--- config.mk ---
export PLATFORM = sky130hd
export DESIGN_NAME = countdown_core
export DESIGN_NICKNAME = d
export VERILOG_FILES = /design/src/rtl/countdown_pkg.sv /design/src/rtl/countdown_tick_prescaler.sv /design/src/rtl/countdown_core.sv
export SDC_FILE = /design/constraint.sdc
export NUM_CORES = 1
export LEC_CHECK = 0
export ABC_AREA = 1
export BUFFER_PORTS_ARGS = -buffer_cell sky130_fd_sc_hd__buf_2
export CAP_MARGIN = 20
export CORE_MARGIN = 1
export CORE_UTILIZATION = 52
export CTS_BUF_LIST = sky130_fd_sc_hd__clkbuf_4 sky130_fd_sc_hd__clkbuf_8
export DETAILED_ROUTE_END_ITERATION = 7
export PLACE_DENSITY = 0.75
export SLEW_MARGIN = 10
export SYNTH_ARGS = -nofsm -noshare
export SYNTH_HDL_FRONTEND = slang
export SYNTH_SLANG_ARGS = --single-unit
--- constraint.sdc ---
create_clock -name clk -period 1.4 [get_ports clk]
set_input_delay 0.28 -clock clk [delete_from_list [all_inputs] [get_ports clk]]
set_output_delay 0.28 -clock clk [all_outputs]
set_load 0.01 [all_outputs]
--- src/rtl/countdown_pkg.sv ---
// Shared types and default constants for the seconds countdown engine.
package countdown_pkg;

    localparam int DEFAULT_CNT_W    = 8;
    localparam int DEFAULT_TICK_DIV = 100000000;

    typedef enum logic [1:0] {
        IDLE  = 2'd0,
        RUN   = 2'd1,
        PAUSE = 2'd2,
        DONE  = 2'd3
    } state_t;

endpackage

--- src/rtl/countdown_tick_prescaler.sv ---
// Divides clk down to a one-cycle tick every TICK_DIV enabled cycles.
// The phase is held while en is low, so a paused second resumes where it stopped.
module tick_prescaler
    import countdown_pkg::*;
#(
    parameter int TICK_DIV = DEFAULT_TICK_DIV
) (
    input  logic clk,
    input  logic rst,
    input  logic en,
    input  logic clr,
    output logic tick
);

    localparam int            PW   = (TICK_DIV > 1) ? $clog2(TICK_DIV) : 1;
    localparam logic [PW-1:0] LAST = PW'(TICK_DIV - 1);

    logic [PW-1:0] phase;

    assign tick = en && (phase == LAST);

    always_ff @(posedge clk) begin
        if (rst || clr) begin
            phase <= '0;
        end else if (en) begin
            phase <= tick ? '0 : phase + PW'(1);
        end
    end

endmodule

--- src/rtl/countdown_core.sv ---
// Loadable seconds countdown with IDLE/RUN/PAUSE/DONE control around a 1 Hz tick.
// Define COUNTDOWN_AUTORELOAD_EN to reload the last preset on expiry instead of stopping.
module countdown_core
    import countdown_pkg::*;
#(
    parameter int CNT_W    = DEFAULT_CNT_W,
    parameter int TICK_DIV = DEFAULT_TICK_DIV
) (
    input  logic             clk,
    input  logic             rst,
    input  logic             load,
    input  logic [CNT_W-1:0] preset,
    input  logic             start,
    input  logic             pause,
    output logic [CNT_W-1:0] count,
    output logic             running,
    output logic             done,
    output logic             expired
);

    state_t           state;
    state_t           next_state;
    logic [CNT_W-1:0] next_count;
    logic             next_expired;
    logic [CNT_W-1:0] reload_value;
    logic             tick;
    logic             run_en;
    logic             at_one;

`ifdef COUNTDOWN_AUTORELOAD_EN
    localparam bit AUTORELOAD = 1'b1;

    always_ff @(posedge clk) begin
        if (rst) begin
            reload_value <= '0;
        end else if (load) begin
            reload_value <= preset;
        end
    end
`else
    localparam bit AUTORELOAD = 1'b0;

    assign reload_value = '0;
`endif

    assign run_en = (state == RUN);
    assign at_one = (count == CNT_W'(1));

    tick_prescaler #(
        .TICK_DIV(TICK_DIV)
    ) u_prescaler (
        .clk (clk),
        .rst (rst),
        .en  (run_en),
        .clr (load),
        .tick(tick)
    );

    always_ff @(posedge clk) begin
        if (rst) begin
            state <= IDLE;
        end else begin
            state <= next_state;
        end
    end

    // The final tick wins over a coincident pause unless autoreload keeps us running.
    always_comb begin
        next_state = state;
        if (load) begin
            next_state = IDLE;
        end else begin
            case (state)
                IDLE: begin
                    if (start && (count != '0)) begin
                        next_state = RUN;
                    end
                end
                RUN: begin
                    if (tick && at_one && !AUTORELOAD) begin
                        next_state = DONE;
                    end else if (pause) begin
                        next_state = PAUSE;
                    end
                end
                PAUSE: begin
                    if (start) begin
                        next_state = RUN;
                    end
                end
                DONE: begin
                    next_state = DONE;
                end
                default: begin
                    next_state = IDLE;
                end
            endcase
        end
    end

    always_comb begin
        next_count   = count;
        next_expired = 1'b0;
        if (load) begin
            next_count = preset;
        end else if (run_en && tick) begin
            if (at_one) begin
                next_expired = 1'b1;
                next_count   = AUTORELOAD ? reload_value : '0;
            end else begin
                next_count = count - CNT_W'(1);
            end
        end
    end

    always_ff @(posedge clk) begin
        if (rst) begin
            count   <= '0;
            expired <= 1'b0;
        end else begin
            count   <= next_count;
            expired <= next_expired;
        end
    end

    always_comb begin
        running = (state == RUN);
        done    = (state == DONE);
    end

endmodule

# --- Word level (Yosys, flattened, before mapping) ---
# Cells that the tools add are included.
word_totals:
  out_inout_bits: 11
  input_bits: 13
  wordCells: 36
  reg_bits: 38
classes:
  n_eq_ne: 8
  reduce_logical: 11
  n_mux: 10
  addsub: 2
  bitwise: 1
op_table:
  columns: ["cell", "n"]
  rows:
  - ["$add 27x1->27 const B", 1]
  - ["$eq 27x27->1 const B", 1]
  - ["$mux 27", 1]
  - ["$mux 8", 3]
  - ["$eq 8x1->1 const B", 1]
  - ["$mux 2", 4]
  - ["$pmux 2 s4", 1]
  - ["$reduce_bool 8->1", 1]
  - ["$sub 8x1->8 const B", 1]
  - ["$eq 2x2->1 const B", 2]
  - ["$logic_and 1x1->1", 4]
  - ["$ne 2x2->1 const B", 2]
  - ["$ne 3x2->1 const B", 1]
  - ["$reduce_and 3->1", 1]
  - ["$reduce_or 3->1", 1]
  - ["$eq 2x1->1 const B", 1]
  - ["$logic_not 2->1", 1]
  - ["$reduce_bool 2->1", 1]
  - ["$reduce_or 2->1", 1]
  - ["$logic_or 1x1->1", 1]
  - ["$mux 1", 1]
  - ["$not 1->1", 1]

# --- Depth between registers and ports, before layout ---
# Gate-level depths: netlist (run 1).
depth:
  depth_word: 5
  mapped_depth: 11
  depth_no_buf: 11

# --- By module ---
# Synthesis (run 1) repeated with hierarchy kept, for this count alone.
hier_totals:
  cells_unflattened: 367
  hier_area_um2: 2337.2
modules_own_cells:
  columns: ["module", "instances", "cells_each", "seq_area_each_um2", "area_each_um2"]
  rows:
  - ["tick_prescaler", 1, 248, 540.5, 1530.2]
  - ["countdown_core", 1, 119, 220.2, 807.0]

# --- Worst setup path after synthesis (run 1) ---
# No wires, ideal clock.
synth_timing:
  path_type: "reg-to-reg"
  from: "reg u_prescaler.phase[0]"
  to: "reg u_prescaler.phase[17]"
  path_stages_with_launch: 12
  setup_slack_ns: -0.043
  required_ns: 1.279
  n_path_buf: 1
  synth_period_minus_slack_ns: 1.443
  t_arrival_ns: 1.322
  path_cell_list: "dfxtp_1 ha_1 nand2_1 nor2_1 nand2_1 nor2_2 nand2_4 nand2_8 inv_2 nand2_2 buf_6 nor3_1"
synth_between:
  elab_chain_len: 3
  word_cells_on_any_way: 4
  cone_classes: "add/sub: 1; eq/ne: 1; mux: 1; reduce/logical: 1"
synth_lines:
  columns: ["item", "line_no", "text"]
  rows:
  - ["start: declaration", "countdown_tick_prescaler.sv:18", "logic [PW-1:0] phase;"]
  - ["start signal: assignment", "countdown_tick_prescaler.sv:26", "phase <= tick ? '0 : phase + PW'(1);"]
  - ["parallel branches: the longest is 2 deep, another holds $add 27x1->27", null, null]
  - ["$mux 27 *", "countdown_tick_prescaler.sv:26", null]
# Every way passes the cells marked *.
# A chain may end at the register's enable or synchronous reset.

# --- Final worst setup path (run 1) ---
layout_timing:
  from: "reg u_prescaler.phase[1]"
  to: "reg count[1]"
layout_between:
  elab_chain_len: 4
layout_lines:
  columns: ["item", "line_no", "text"]
  rows:
  - ["$eq 27x27->1", "countdown_tick_prescaler.sv:20", "assign tick = en && (phase == LAST);"]
  - ["$logic_and 1x1->1", "countdown_tick_prescaler.sv:20", null]
  - ["$logic_and 1x1->1", "countdown_core.sv:106", "end else if (run_en && tick) begin"]
  - ["$reduce_bool 2->1 (no line)", null, null]
  - ["end signal: assignment", "countdown_core.sv:121", "count <= next_count;"]
  - ["end: declaration", "countdown_core.sv:15", "output logic [CNT_W-1:0] count,"]
# No other way between the ends.

==> metrics.md, run 1 <==
| Metric | Value |
|---|---|
| Starting density of the core | 54.8% |
| Nets@finish | 468 |
| Number of distinct standard cells referenced by the synthesized netlist | 25 |
| Max-slew violation total from the final report | 0 |
| Number of cells produced by synthesis | 359 |
| Root buf cell | sky130_fd_sc_hd__clkbuf_8 |
| Element type at the critical path start | flop |
| Internal reg-to-reg setup slack | -90 ps |
| Crit-path cells | ha_4, nand2_2, nor2_1, nand2_1, nor2_2, nand2_4, nand2_8, inv_4, buf_6, nor2_2, nor2_1 |
| Number of warnings issued by yosys | 0 |
| Area contributors post-synth | sky130_fd_sc_hd__dfxtp_1 (34%), sky130_fd_sc_hd__nand2_1 (18%), sky130_fd_sc_hd__nor2_1 (13%) |
| Master of the slowest instance on the critical path | sky130_fd_sc_hd__dfxtp_4 |
| Maximum number of pins on one net before global-route repair | 13 |
| Number of cells on the worst reg-to-reg path | 11 |
| Maximum VDD drop | 0.000513 V |
| Layout cell share with drive strength beyond 1 | 33.8% |
| Via count of the first global-routing pass | 2261 |
| Overall power | 2340 µW |
| Synthesized flop and latch total | 38 |
| Mean number of vias per cell | 5.21 |
| CTS Buf Count | 5 |
| RSZ-0062 raised after global routing | yes |
| Filler instances | 293 |
| Count of nets left with antenna violations after detail routing | 0 |
| Synthesized area | 2210 µm² |
| R2r endpoint | count[1] |
| Synthesized Nets | 375 |
| Register clock-pin slew on the reported worst setup and hold paths | 80 ps |
| Hold path startpoint | pause |
| Synth-to-Final Area Change | 43.1% |
| DIE WIDTH | 67.1 µm |
| Worst clock skew | 8.06 ps |
| Antenna cell count | 0 |
| Leakage dissipation | 0.00139 µW |
| Kind of end point of the critical path | flop |
| Full die area | 4510 µm² |
| Reported max-cap violation count | 0 |
| Final worst-path cycle share | 106% |
| Final setup vio count | 29 |
| Ratio of total power to cell area | 741 nW/µm² |
| Area leader, netlist | sky130_fd_sc_hd__dfxtp_1 |
| Worst stage delay on the critical path | 370 ps |
| Failing checks | negative setup slack |
| DRT Pass-1 Iters | 5 |
| Crit-path max FO | 4 |
| Number of antenna violations at the first check in global routing | 0 |
| Critical path required time | 1590 ps |
| Utilization after layout | 78.3% |
| Overall routed net length | 6.82 mm |
| Area of all sequential standard cells | 778 µm² |
| Via count | 2622 |
| Number of levels in the clock H-tree | 2 |
| Portion of synthesized cell area occupied by the leading cell type | 34.5% |
| Footprint of the multi-input gates | 1430 µm² |
| Sequential area share after synthesis | 34.5% |
| Placement Rows | 23 |
| Slew headroom | 76.8% |
| CTS Buffer Depth | 2 |
| Num ports | 24 |
| Kind of path behind the tightest hold check | input port to flop |
| WP data arrival | 1670 ps |
| Weighted congestion at the end of routability-driven global placement | 0.941 |
| Min Clock Period, post-route | 1490 ps |
| Detailed placer's ending HPWL | 4.50 mm |
| Result of the run | finished with violations |
| Achievable Freq | 673 MHz |
| Worst Slack Setup Final | -86.3 ps |
| Hold-critical path endpoint | state[0] |
| Floorplan die height | 67.1 µm |
| Grt ovf | 0 |
| Final-layout setup total negative slack | -1120 ps |
| Clk_lat worst skew | 300 ps |
| Global-route wire length before repair | 10.1 mm |
| Number of sinks handled by clock tree synthesis | 38 |
| Final hold violations | 0 |
| TritonCTS clock tree | yes |
| Avg WL per Cell | 13.6 µm |
| Buffers on Ports | 23 |
| Post-synthesis average cell area | 6.14 µm² |
| Pre-CTS setup slack | -132 ps |
| Number of DRC violations after detailed-routing iteration 0 | 349 |
| Hold-critical path depth | 4 |
| Category of the critical setup timing path | flop to flop |
| Worst Max-Slew Pin Slew | 346 ps |
| Launch point of the worst reg-to-reg path | u_prescaler.phase[1] |
| Number of remaining DRC errors | 0 |
| Quantity of hold-fixing buffers added after cts | 0 |
| Core area | 4030 µm² |
| Combined global-route utilization of all metal layers | 30.1% |
[synthesized netlist by cell type]
cell,count
sky130_fd_sc_hd__nor3b_1,1
sky130_fd_sc_hd__nand2_2,2
sky130_fd_sc_hd__nand2_4,1
sky130_fd_sc_hd__nor3_1,16
sky130_fd_sc_hd__xor2_1,6
sky130_fd_sc_hd__nor2_4,2
sky130_fd_sc_hd__dfxtp_1,38
sky130_fd_sc_hd__a21oi_1,16
sky130_fd_sc_hd__nor2_1,77
sky130_fd_sc_hd__nor2_2,3
sky130_fd_sc_hd__inv_2,3
sky130_fd_sc_hd__buf_6,1
sky130_fd_sc_hd__nand2_8,1
sky130_fd_sc_hd__clkbuf_1,2
sky130_fd_sc_hd__o21bai_1,2
sky130_fd_sc_hd__nand3b_1,1
sky130_fd_sc_hd__clkinv_1,1
sky130_fd_sc_hd__inv_1,38
sky130_fd_sc_hd__o21ai_0,6
sky130_fd_sc_hd__nand4_1,7
sky130_fd_sc_hd__nand3_1,24
sky130_fd_sc_hd__ha_1,3
sky130_fd_sc_hd__xnor2_1,2
sky130_fd_sc_hd__nand2_1,105
sky130_fd_sc_hd__a31o_2,1
[routing by layer]
layer	share of wire [%]	global-route usage [%]	up-vias
met5	0	0	-
met4	1.5	12.5	0
met3	6.6	4.56	9
met2	47	45.8	106
met1	45	42.1	1193
li1	-	-	1314
[power breakdown]
part / internal, µW / total [µW] / switching (µW)
combinational: 173 / 402 / 228
clock: 396 / 818 / 421
sequential: 1100 / 1120 / 19.5
[placed cells by master, fill, tap and decap left out, types with 2 or more instances in the layout]
master and count:
sky130_fd_sc_hd__nor3_1 14, sky130_fd_sc_hd__inv_1 38, sky130_fd_sc_hd__dfxtp_1 30, sky130_fd_sc_hd__nand4_1 7, sky130_fd_sc_hd__buf_2 22, sky130_fd_sc_hd__buf_6 3
sky130_fd_sc_hd__a21oi_2 5, sky130_fd_sc_hd__xnor2_1 2, sky130_fd_sc_hd__o21ai_1 2, sky130_fd_sc_hd__dfxtp_2 5, sky130_fd_sc_hd__o21bai_1 2, sky130_fd_sc_hd__xor2_1 6
sky130_fd_sc_hd__o21ai_0 4, sky130_fd_sc_hd__nand3_1 22, sky130_fd_sc_hd__a21oi_1 11, sky130_fd_sc_hd__clkbuf_8 6, sky130_fd_sc_hd__nor2_4 5, sky130_fd_sc_hd__nor2_2 17
sky130_fd_sc_hd__buf_4 62, sky130_fd_sc_hd__nand2_1 96, sky130_fd_sc_hd__dfxtp_4 3, sky130_fd_sc_hd__nor2_1 61, sky130_fd_sc_hd__inv_4 2, sky130_fd_sc_hd__ha_1 2
sky130_fd_sc_hd__nand2_2 8, sky130_fd_sc_hd__nand2_4 4
[registers in the layout, summed over array words and instances (netlist names)]
| name | flops |
|---|---|
| state | 2 |
| u_prescaler.phase | 27 |
| expired | 1 |
| count | 8 |
[layout make-up]
class | count | area share (%)
multi-input cells | 277 | 45.4
clock inverters | 2 | 0.397
well taps | 50 | 1.98
clock buffers | 6 | 2.62
inverters | 42 | 5.15
flip-flops and latches | 38 | 24.7
repair buffers | 88 | 19.8
[through the flow]
stage / area, µm² / hold slack, ps / std cells
after floorplan: 2210 / 447 / 359
after global placement: 2800 / 474 / 486
after detailed placement: 2800 / 470 / 486
after CTS: 3010 / 254 / 496
after global routing: 3160 / 277 / 503
final: 3160 / 262 / 503
[timing repair]
action                     CTS  global route
pin swaps                   16            19
setup endpoints to repair   35            37
setup buffers                2             6
resized for setup           30            31
gates cloned                 0             1
[worst max-delay path: cells and delay by family, from the launching register on]
kind	cells	cell delay, ps
buffers and inverters	2	160
adder cells (fa/ha/maj)	1	140
AND/OR/NAND/NOR	8	710
flip-flops	1	370
[kinds of logic after synthesis]
logic type      after synthesis  synth area share (%)
xor+xnor                      8                  3.18
flops                        38                  34.5
compound gates               25                  6.07
simple gates                240                  46.6
buf+inv                      45                  8.00
fa+ha+maj                     3                  1.70
[worst max-delay path by stage]
stage,slack (ps),depth (start not counted),endpoint,start
finish,-90,11,count[1],u_prescaler.phase[1]
global route,-210,8,u_prescaler.phase[24],u_prescaler.phase[1]
CTS,-70,11,count[1],u_prescaler.phase[0]
detailed placement,-130,9,count[3],state[0]
global placement,-80,6,u_prescaler.phase[17],state[0]
floorplan,-5,11,u_prescaler.phase[17],u_prescaler.phase[1]
(Power assumes the default switching activity.)
==> run 2: changes to the inputs <==
PLACE_DENSITY = not set   (was 0.75)
PLACE_DENSITY_LB_ADDON = 0.1   (was not set)
REMOVE_ABC_BUFFERS = 1   (was not set)
==> run 2 against run 1 <==
Against the previous run:
- the flow still finishes with violations (negative setup slack)
- sequential power barely moved
- count of clock-buffer cells in the layout stayed put
- global-route usage increased by 2.4 points
- critical path depth shrank 2
- cell area up 4.5%
- die area is the same
- sequential share of layout area is 1.1 points lower
- via count grew 5.9%
- worst hold slack better by 30 ps
- non-clock buffer count up 2
- register-to-register slack worse by 99 ps
- clock skew fell by 2.9 ps
- critical path type unchanged
- critical endpoint is now u_prescaler.phase[23]
- largest cell class unchanged
- largest power group is now the clock network
==> metrics.md, run 2 (same netlist as run 1, synthesis figures left out) <==
| Metric | Value |
|---|---|
| Overall power | 2700 µW (was 2340 µW) |
| Utilization after layout | 81.8% (was 78.3%) |
| Register clock-pin slew on the reported worst setup and hold paths | 80 ps (about the same) |
| Worst Max-Slew Pin Slew | 318 ps (was 346 ps) |
| Number of remaining DRC errors | 0 (unchanged) |
| Quantity of hold-fixing buffers added after cts | 0 (unchanged) |
| Avg WL per Cell | 14.7 µm (was 13.6 µm) |
| Hold-critical path depth | 3 (was 4) |
| Ratio of total power to cell area | 820 nW/µm² (was 741 nW/µm²) |
| Placement Rows | 23 (unchanged) |
| Slew headroom | 78.7% (was 76.8%) |
| CTS Buf Count | 5 (unchanged) |
| Category of the critical setup timing path | flop to flop (unchanged) |
| Combined global-route utilization of all metal layers | 32.5% (was 30.1%) |
| Weighted congestion at the end of routability-driven global placement | 0.952 (was 0.941) |
| DIE WIDTH | 67.1 µm (unchanged) |
| Count of nets left with antenna violations after detail routing | 0 (unchanged) |
| Critical path required time | 1640 ps (was 1590 ps) |
| Core area | 4030 µm² (unchanged) |
| Maximum VDD drop | 0.000555 V (was 0.000513 V) |
| Crit-path max FO | 4 (unchanged) |
| Largest registers | u_prescaler.phase (27), count (8), state (2) (unchanged) |
| Mean number of vias per cell | 5.50 (was 5.21) |
| Number of cells on the worst reg-to-reg path | 9 (was 11) |
| Via count | 2776 (was 2622) |
| Worst Slack Setup Final | -185 ps (was -86.3 ps) |
| Final hold violations | 0 (unchanged) |
| Synth-to-Final Area Change | 49.5% (was 43.1%) |
| WP data arrival | 1820 ps (was 1670 ps) |
| Hold path startpoint | start (was pause) |
| Filler instances | 250 (was 293) |
| Leakage dissipation | 0.00142 µW (was 0.00139 µW) |
| Hold-critical path endpoint | state[1] (was state[0]) |
| Grt ovf | 0 (unchanged) |
| Clk_lat worst skew | 290 ps (was 300 ps) |
| Full die area | 4510 µm² (unchanged) |
| Via count of the first global-routing pass | 2474 (was 2261) |
| DRT Pass-1 Iters | 5 (unchanged) |
| Launch point of the worst reg-to-reg path | state[1] (was u_prescaler.phase[1]) |
| Pre-CTS setup slack | -182 ps (was -132 ps) |
| Num ports | 24 (unchanged) |
| Overall routed net length | 7.45 mm (was 6.82 mm) |
| Max-slew violation total from the final report | 0 (unchanged) |
| Result of the run | finished with violations (unchanged) |
| Global-route wire length before repair | 11.0 mm (was 10.1 mm) |
| Number of levels in the clock H-tree | 2 (unchanged) |
| Element type at the critical path start | flop (unchanged) |
| Failing checks | negative setup slack (unchanged) |
| Number of sinks handled by clock tree synthesis | 38 (unchanged) |
| Worst clock skew | 5.21 ps (was 8.06 ps) |
| Most common library cell in the layout ignoring fill and taps | sky130_fd_sc_hd__nand2_1 (unchanged) |
| Number of antenna violations at the first check in global routing | 0 (unchanged) |
| RSZ-0062 raised after global routing | yes (unchanged) |
| Min Clock Period, post-route | 1590 ps (was 1490 ps) |
| Kind of end point of the critical path | flop (unchanged) |
| Number of instances in the placed design | 489 (was 486) |
| Buffers on Ports | 23 (unchanged) |
| Layout cell share with drive strength beyond 1 | 37.6% (was 33.8%) |
| Commonest cells after routing, fill and taps aside | sky130_fd_sc_hd__nand2_1 (89), sky130_fd_sc_hd__buf_4 (62), sky130_fd_sc_hd__nor2_1 (58), sky130_fd_sc_hd__inv_1 (35), sky130_fd_sc_hd__dfxtp_1 (29) (was sky130_fd_sc_hd__nand2_1 (96), sky130_fd_sc_hd__buf_4 (62), sky130_fd_sc_hd__nor2_1 (61), sky130_fd_sc_hd__inv_1 (38), sky130_fd_sc_hd__dfxtp_1 (30)) |
| Internal reg-to-reg setup slack | -190 ps (was -90 ps) |
| Number of DRC violations after detailed-routing iteration 0 | 342 (was 349) |
| Root buf cell | sky130_fd_sc_hd__clkbuf_8 (unchanged) |
| CTS Buffer Depth | 2 (unchanged) |
| Floorplan die height | 67.1 µm (unchanged) |
| Detailed placer's ending HPWL | 4.57 mm (was 4.50 mm) |
| Reported max-cap violation count | 0 (unchanged) |
| Footprint of the multi-input gates | 1500 µm² (was 1430 µm²) |
| Nets@finish | 470 (was 468) |
| Starting density of the core | 54.8% (unchanged) |
| Final setup vio count | 33 (was 29) |
| Antenna cell count | 0 (unchanged) |
| R2r endpoint | u_prescaler.phase[23] (was count[1]) |
| Achievable Freq | 631 MHz (was 673 MHz) |
| Kind of path behind the tightest hold check | input port to flop (unchanged) |
| Count of non-filler cells in the finished layout | 505 (was 503) |
| Final worst-path cycle share | 113% (was 106%) |
| Top register by number of flip-flops | u_prescaler.phase (unchanged) |
| Max reg flops | 27 (unchanged) |
| TritonCTS clock tree | yes (unchanged) |
| Maximum number of pins on one net before global-route repair | 13 (unchanged) |
| Minimum hold slack | 292 ps (was 262 ps) |
| Area of all sequential standard cells | 777 µm² (was 778 µm²) |
==> run 2: worst max-delay path, stage by stage (launching register included) <==
cell and delay, ps:
sky130_fd_sc_hd__dfxtp_2 340, sky130_fd_sc_hd__inv_4 100, sky130_fd_sc_hd__nand3_4 110, sky130_fd_sc_hd__nor2_4 210, sky130_fd_sc_hd__nand4_1 250, sky130_fd_sc_hd__nor2_2 240
sky130_fd_sc_hd__nand2_1 100, sky130_fd_sc_hd__nand2_1 60, sky130_fd_sc_hd__nand2_1 40, sky130_fd_sc_hd__nor2_1 70
==> run 2: worst max-delay path by stage <==
stage                                  to                  from  cells past startpoint  slack (ps)
global route        u_prescaler.phase[23]  u_prescaler.phase[2]                      8        -290
global placement                 count[3]  u_prescaler.phase[0]                     10        -120
CTS                              state[1]  u_prescaler.phase[0]                     10         -70
finish              u_prescaler.phase[23]              state[1]                      9        -190
floorplan                        count[3]  u_prescaler.phase[0]                     10         -40
detailed placement               count[3]  u_prescaler.phase[0]                     10        -180
==> run 2: area by class of cell <==
type	count	share of cell area, %
Sequential cell	38	23.6
Tap cell	50	1.90
Inverter	42	5.09
Multi-Input combinational cell	277	45.6
Clock buffer	6	2.50
Timing Repair Buffer	90	19.5
Clock inverter	2	1.82
==> run 2: metal layers <==
layer	up-vias	GRT usage, %	wire length (µm)
li1	1322	-	-
met1	1263	39.6	3110
met2	151	55.5	3570
met3	40	5.24	478
met4	0	15.2	293
met5	-	0	0
==> run 2: what timing repair did <==
action	4_1_cts	5_1_grt
resized for setup	39	49
setup buffers	4	3
cloned	0	1
setup endpoints to repair	37	37
pin swaps	16	18
==> run 2: stage by stage <==
| stage | TNS (ps) | instance area [µm²] |
|---|---|---|
| after global routing | -6230 | 3300 |
| after floorplan | -129 | 2190 |
| after global placement | -1560 | 2820 |
| final | -3370 | 3300 |
| after detailed placement | -3120 | 2820 |
| after CTS | -294 | 3110 |
==> run 2: report_power, final <==
part           switching [µW]  total, µW  internal (µW)
logic                     227        403            176
clock network             419       1180            761
registers                22.1       1120           1100
total                     668       2700           2040
==> run 3: changes to the inputs <==
REMOVE_ABC_BUFFERS = not set   (was 1)
==> run 3 against run 2 <==
Against the previous run:
- the run still ends with negative setup slack left
- clock power down 31%
- non-clock buffer count down 2
- combinational power up 8.7%
==> metrics.md, run 3 (same netlist as run 1, synthesis figures left out) <==
| Metric | Value |
|---|---|
| Full die area | 4510 µm² (unchanged) |
| Element type at the critical path start | flop (unchanged) |
| Filler instances | 270 (was 250) |
| Worst clock skew | 7.52 ps (was 5.21 ps) |
| Maximum number of pins on one net before global-route repair | 13 (unchanged) |
| Grt ovf | 0 (unchanged) |
| Max-slew violation total from the final report | 0 (unchanged) |
| Buffers on Ports | 23 (unchanged) |
| Num ports | 24 (unchanged) |
| Core area | 4030 µm² (unchanged) |
| Failing checks | negative setup slack (unchanged) |
| Internal reg-to-reg setup slack | -170 ps (was -190 ps) |
| DRT Pass-1 Iters | 5 (unchanged) |
| Achievable Freq | 636 MHz (was 631 MHz) |
| Weighted congestion at the end of routability-driven global placement | 0.895 (was 0.952) |
| Layout cell share with drive strength beyond 1 | 38.3% (was 37.6%) |
| Maximum VDD drop | 0.000855 V (was 0.000555 V) |
| Floorplan die height | 67.1 µm (unchanged) |
| Min Clock Period, post-route | 1570 ps (was 1590 ps) |
| Count of nets left with antenna violations after detail routing | 0 (unchanged) |
| Via count of the first global-routing pass | 2110 (was 2474) |
| RSZ-0062 raised after global routing | yes (unchanged) |
| Number of sinks handled by clock tree synthesis | 38 (unchanged) |
| Final hold violations | 0 (unchanged) |
| Leakage dissipation | 0.00142 µW (about the same) |
| Worst Slack Setup Final | -172 ps (was -185 ps) |
| Mean number of vias per cell | 5.40 (was 5.50) |
| Reported max-cap violation count | 0 (unchanged) |
| Final setup vio count | 27 (was 33) |
| CTS Buf Count | 5 (unchanged) |
| CTS Buffer Depth | 2 (unchanged) |
| Number of antenna violations at the first check in global routing | 0 (unchanged) |
| Combined global-route utilization of all metal layers | 27.8% (was 32.5%) |
| Antenna cell count | 0 (unchanged) |
| Nets@finish | 469 (was 470) |
| Register clock-pin slew on the reported worst setup and hold paths | 80 ps (about the same) |
| Number of remaining DRC errors | 0 (unchanged) |
| Top register by number of flip-flops | u_prescaler.phase (unchanged) |
| Detailed placer's ending HPWL | 4.49 mm (was 4.57 mm) |
| Quantity of hold-fixing buffers added after cts | 0 (unchanged) |
| Overall routed net length | 7.16 mm (was 7.45 mm) |
| Number of DRC violations after detailed-routing iteration 0 | 253 (was 342) |
| DIE WIDTH | 67.1 µm (unchanged) |
| Starting density of the core | 54.8% (unchanged) |
| Placement Rows | 23 (unchanged) |
| Category of the critical setup timing path | flop to flop (unchanged) |
| Avg WL per Cell | 14.2 µm (was 14.7 µm) |
| Final worst-path cycle share | 112% (was 113%) |
| Synth-to-Final Area Change | 49.9% (was 49.5%) |
| Final-layout setup total negative slack | -1550 ps (was -3370 ps) |
| Via count | 2722 (was 2776) |
| Kind of path behind the tightest hold check | input port to flop (unchanged) |
| Number of levels in the clock H-tree | 2 (unchanged) |
| Ratio of total power to cell area | 717 nW/µm² (was 820 nW/µm²) |
| WP data arrival | 1770 ps (was 1820 ps) |
| Critical path required time | 1600 ps (was 1640 ps) |
| Clk_lat worst skew | 300 ps (was 290 ps) |
| Slew headroom | 75.2% (was 78.7%) |
| Worst Max-Slew Pin Slew | 372 ps (was 318 ps) |
| Most common library cell in the layout ignoring fill and taps | sky130_fd_sc_hd__nand2_1 (unchanged) |
| Minimum hold slack | 267 ps (was 292 ps) |
| TritonCTS clock tree | yes (unchanged) |
| Commonest cells after routing, fill and taps aside | sky130_fd_sc_hd__nand2_1 (88), sky130_fd_sc_hd__nor2_1 (61), sky130_fd_sc_hd__buf_4 (59), sky130_fd_sc_hd__inv_1 (38), sky130_fd_sc_hd__dfxtp_1 (26) (was sky130_fd_sc_hd__nand2_1 (89), sky130_fd_sc_hd__buf_4 (62), sky130_fd_sc_hd__nor2_1 (58), sky130_fd_sc_hd__inv_1 (35), sky130_fd_sc_hd__dfxtp_1 (29)) |
| Largest registers | u_prescaler.phase (27), count (8), state (2) (unchanged) |
| Result of the run | finished with violations (unchanged) |
| Crit-path max FO | 3 (was 4) |
| Root buf cell | sky130_fd_sc_hd__clkbuf_8 (unchanged) |
| Max reg flops | 27 (unchanged) |
| Global-route wire length before repair | 9.34 mm (was 11.0 mm) |
| Utilization after layout | 82.1% (was 81.8%) |
| Kind of end point of the critical path | flop (unchanged) |
run 3: cell count changes in the layout (fill, tap and decap cells not counted), moves of 2 or more:
cell	delta
sky130_fd_sc_hd__bufinv_16	-2
sky130_fd_sc_hd__a21oi_1	-3
sky130_fd_sc_hd__nor2_2	-4
sky130_fd_sc_hd__dfxtp_1	-3
sky130_fd_sc_hd__inv_1	+3
sky130_fd_sc_hd__buf_4	-3
sky130_fd_sc_hd__nor2_1	+3
sky130_fd_sc_hd__dfxtp_2	+3
sky130_fd_sc_hd__a21oi_2	+3
sky130_fd_sc_hd__inv_2	-2
run 3: path summary, 6_finish.rpt:
check                                          start                    end  cells past startpoint
worst max-delay path            u_prescaler.phase[0]  u_prescaler.phase[14]                     10
worst min-delay path                           start               state[1]                      3
worst max register to register  u_prescaler.phase[0]  u_prescaler.phase[14]                     10
worst min register to register  u_prescaler.phase[4]   u_prescaler.phase[4]                      2
run 3: power by group:
part           switching (µW)  internal [µW]
logic                     251            186
clock network             418            396
registers                18.3           1100
total                     687           1680
run 3: cell type report:
class	instances	area, µm²	area share, %
timing repair buffer	88	644	19.5
clock inverter	2	12.5	0.378
multi-input combinational	278	1560	47.1
clock buffer	6	82.6	2.50
sequential	38	781	23.6
tap	50	62.6	1.89
inverter	42	165	4.99
run 3: metal layers:
metal | share of wire (%) | vias to the layer above | track usage (%) | routed length [µm]
met2 | 47 | 109 | 43.1 | 3340
met5 | 0 | - | 0 | 0
li1 | - | 1316 | - | -
met1 | 44 | 1279 | 38.9 | 3170
met4 | 2.1 | 0 | 8.51 | 153
met3 | 6.9 | 18 | 5.07 | 492
run 3: repair_timing:
action	in CTS	in global routing
resized for setup	26	66
endpoints found under the setup margin	27	37
buffers inserted	2	7
pin swaps	10	35
gates cloned	0	2
run 3: critical path, cell delays in order, from the launching register on:
cell	delay, ps
sky130_fd_sc_hd__dfxtp_4	380
sky130_fd_sc_hd__ha_4	140
sky130_fd_sc_hd__nand2_2	60
sky130_fd_sc_hd__inv_1	100
sky130_fd_sc_hd__nand2_1	90
sky130_fd_sc_hd__nor2_2	170
sky130_fd_sc_hd__nand2_2	120
sky130_fd_sc_hd__nor2_4	140
sky130_fd_sc_hd__nand4_1	130
sky130_fd_sc_hd__nand2_1	100
sky130_fd_sc_hd__nor2_1	40
run 3: metrics by stage:
step           worst slack (ps)  total power (µW)  instances  area, µm²
2_1_floorplan             -5.35              1350        359       2210
3_3_place_gp              -69.5              1490        485       2790
3_5_place_dp               -103              1490        485       2790
4_1_cts                   -47.3              2310        495       2990
5_1_grt                    -238              2480        504       3310
6_report                   -172              2370        504       3310
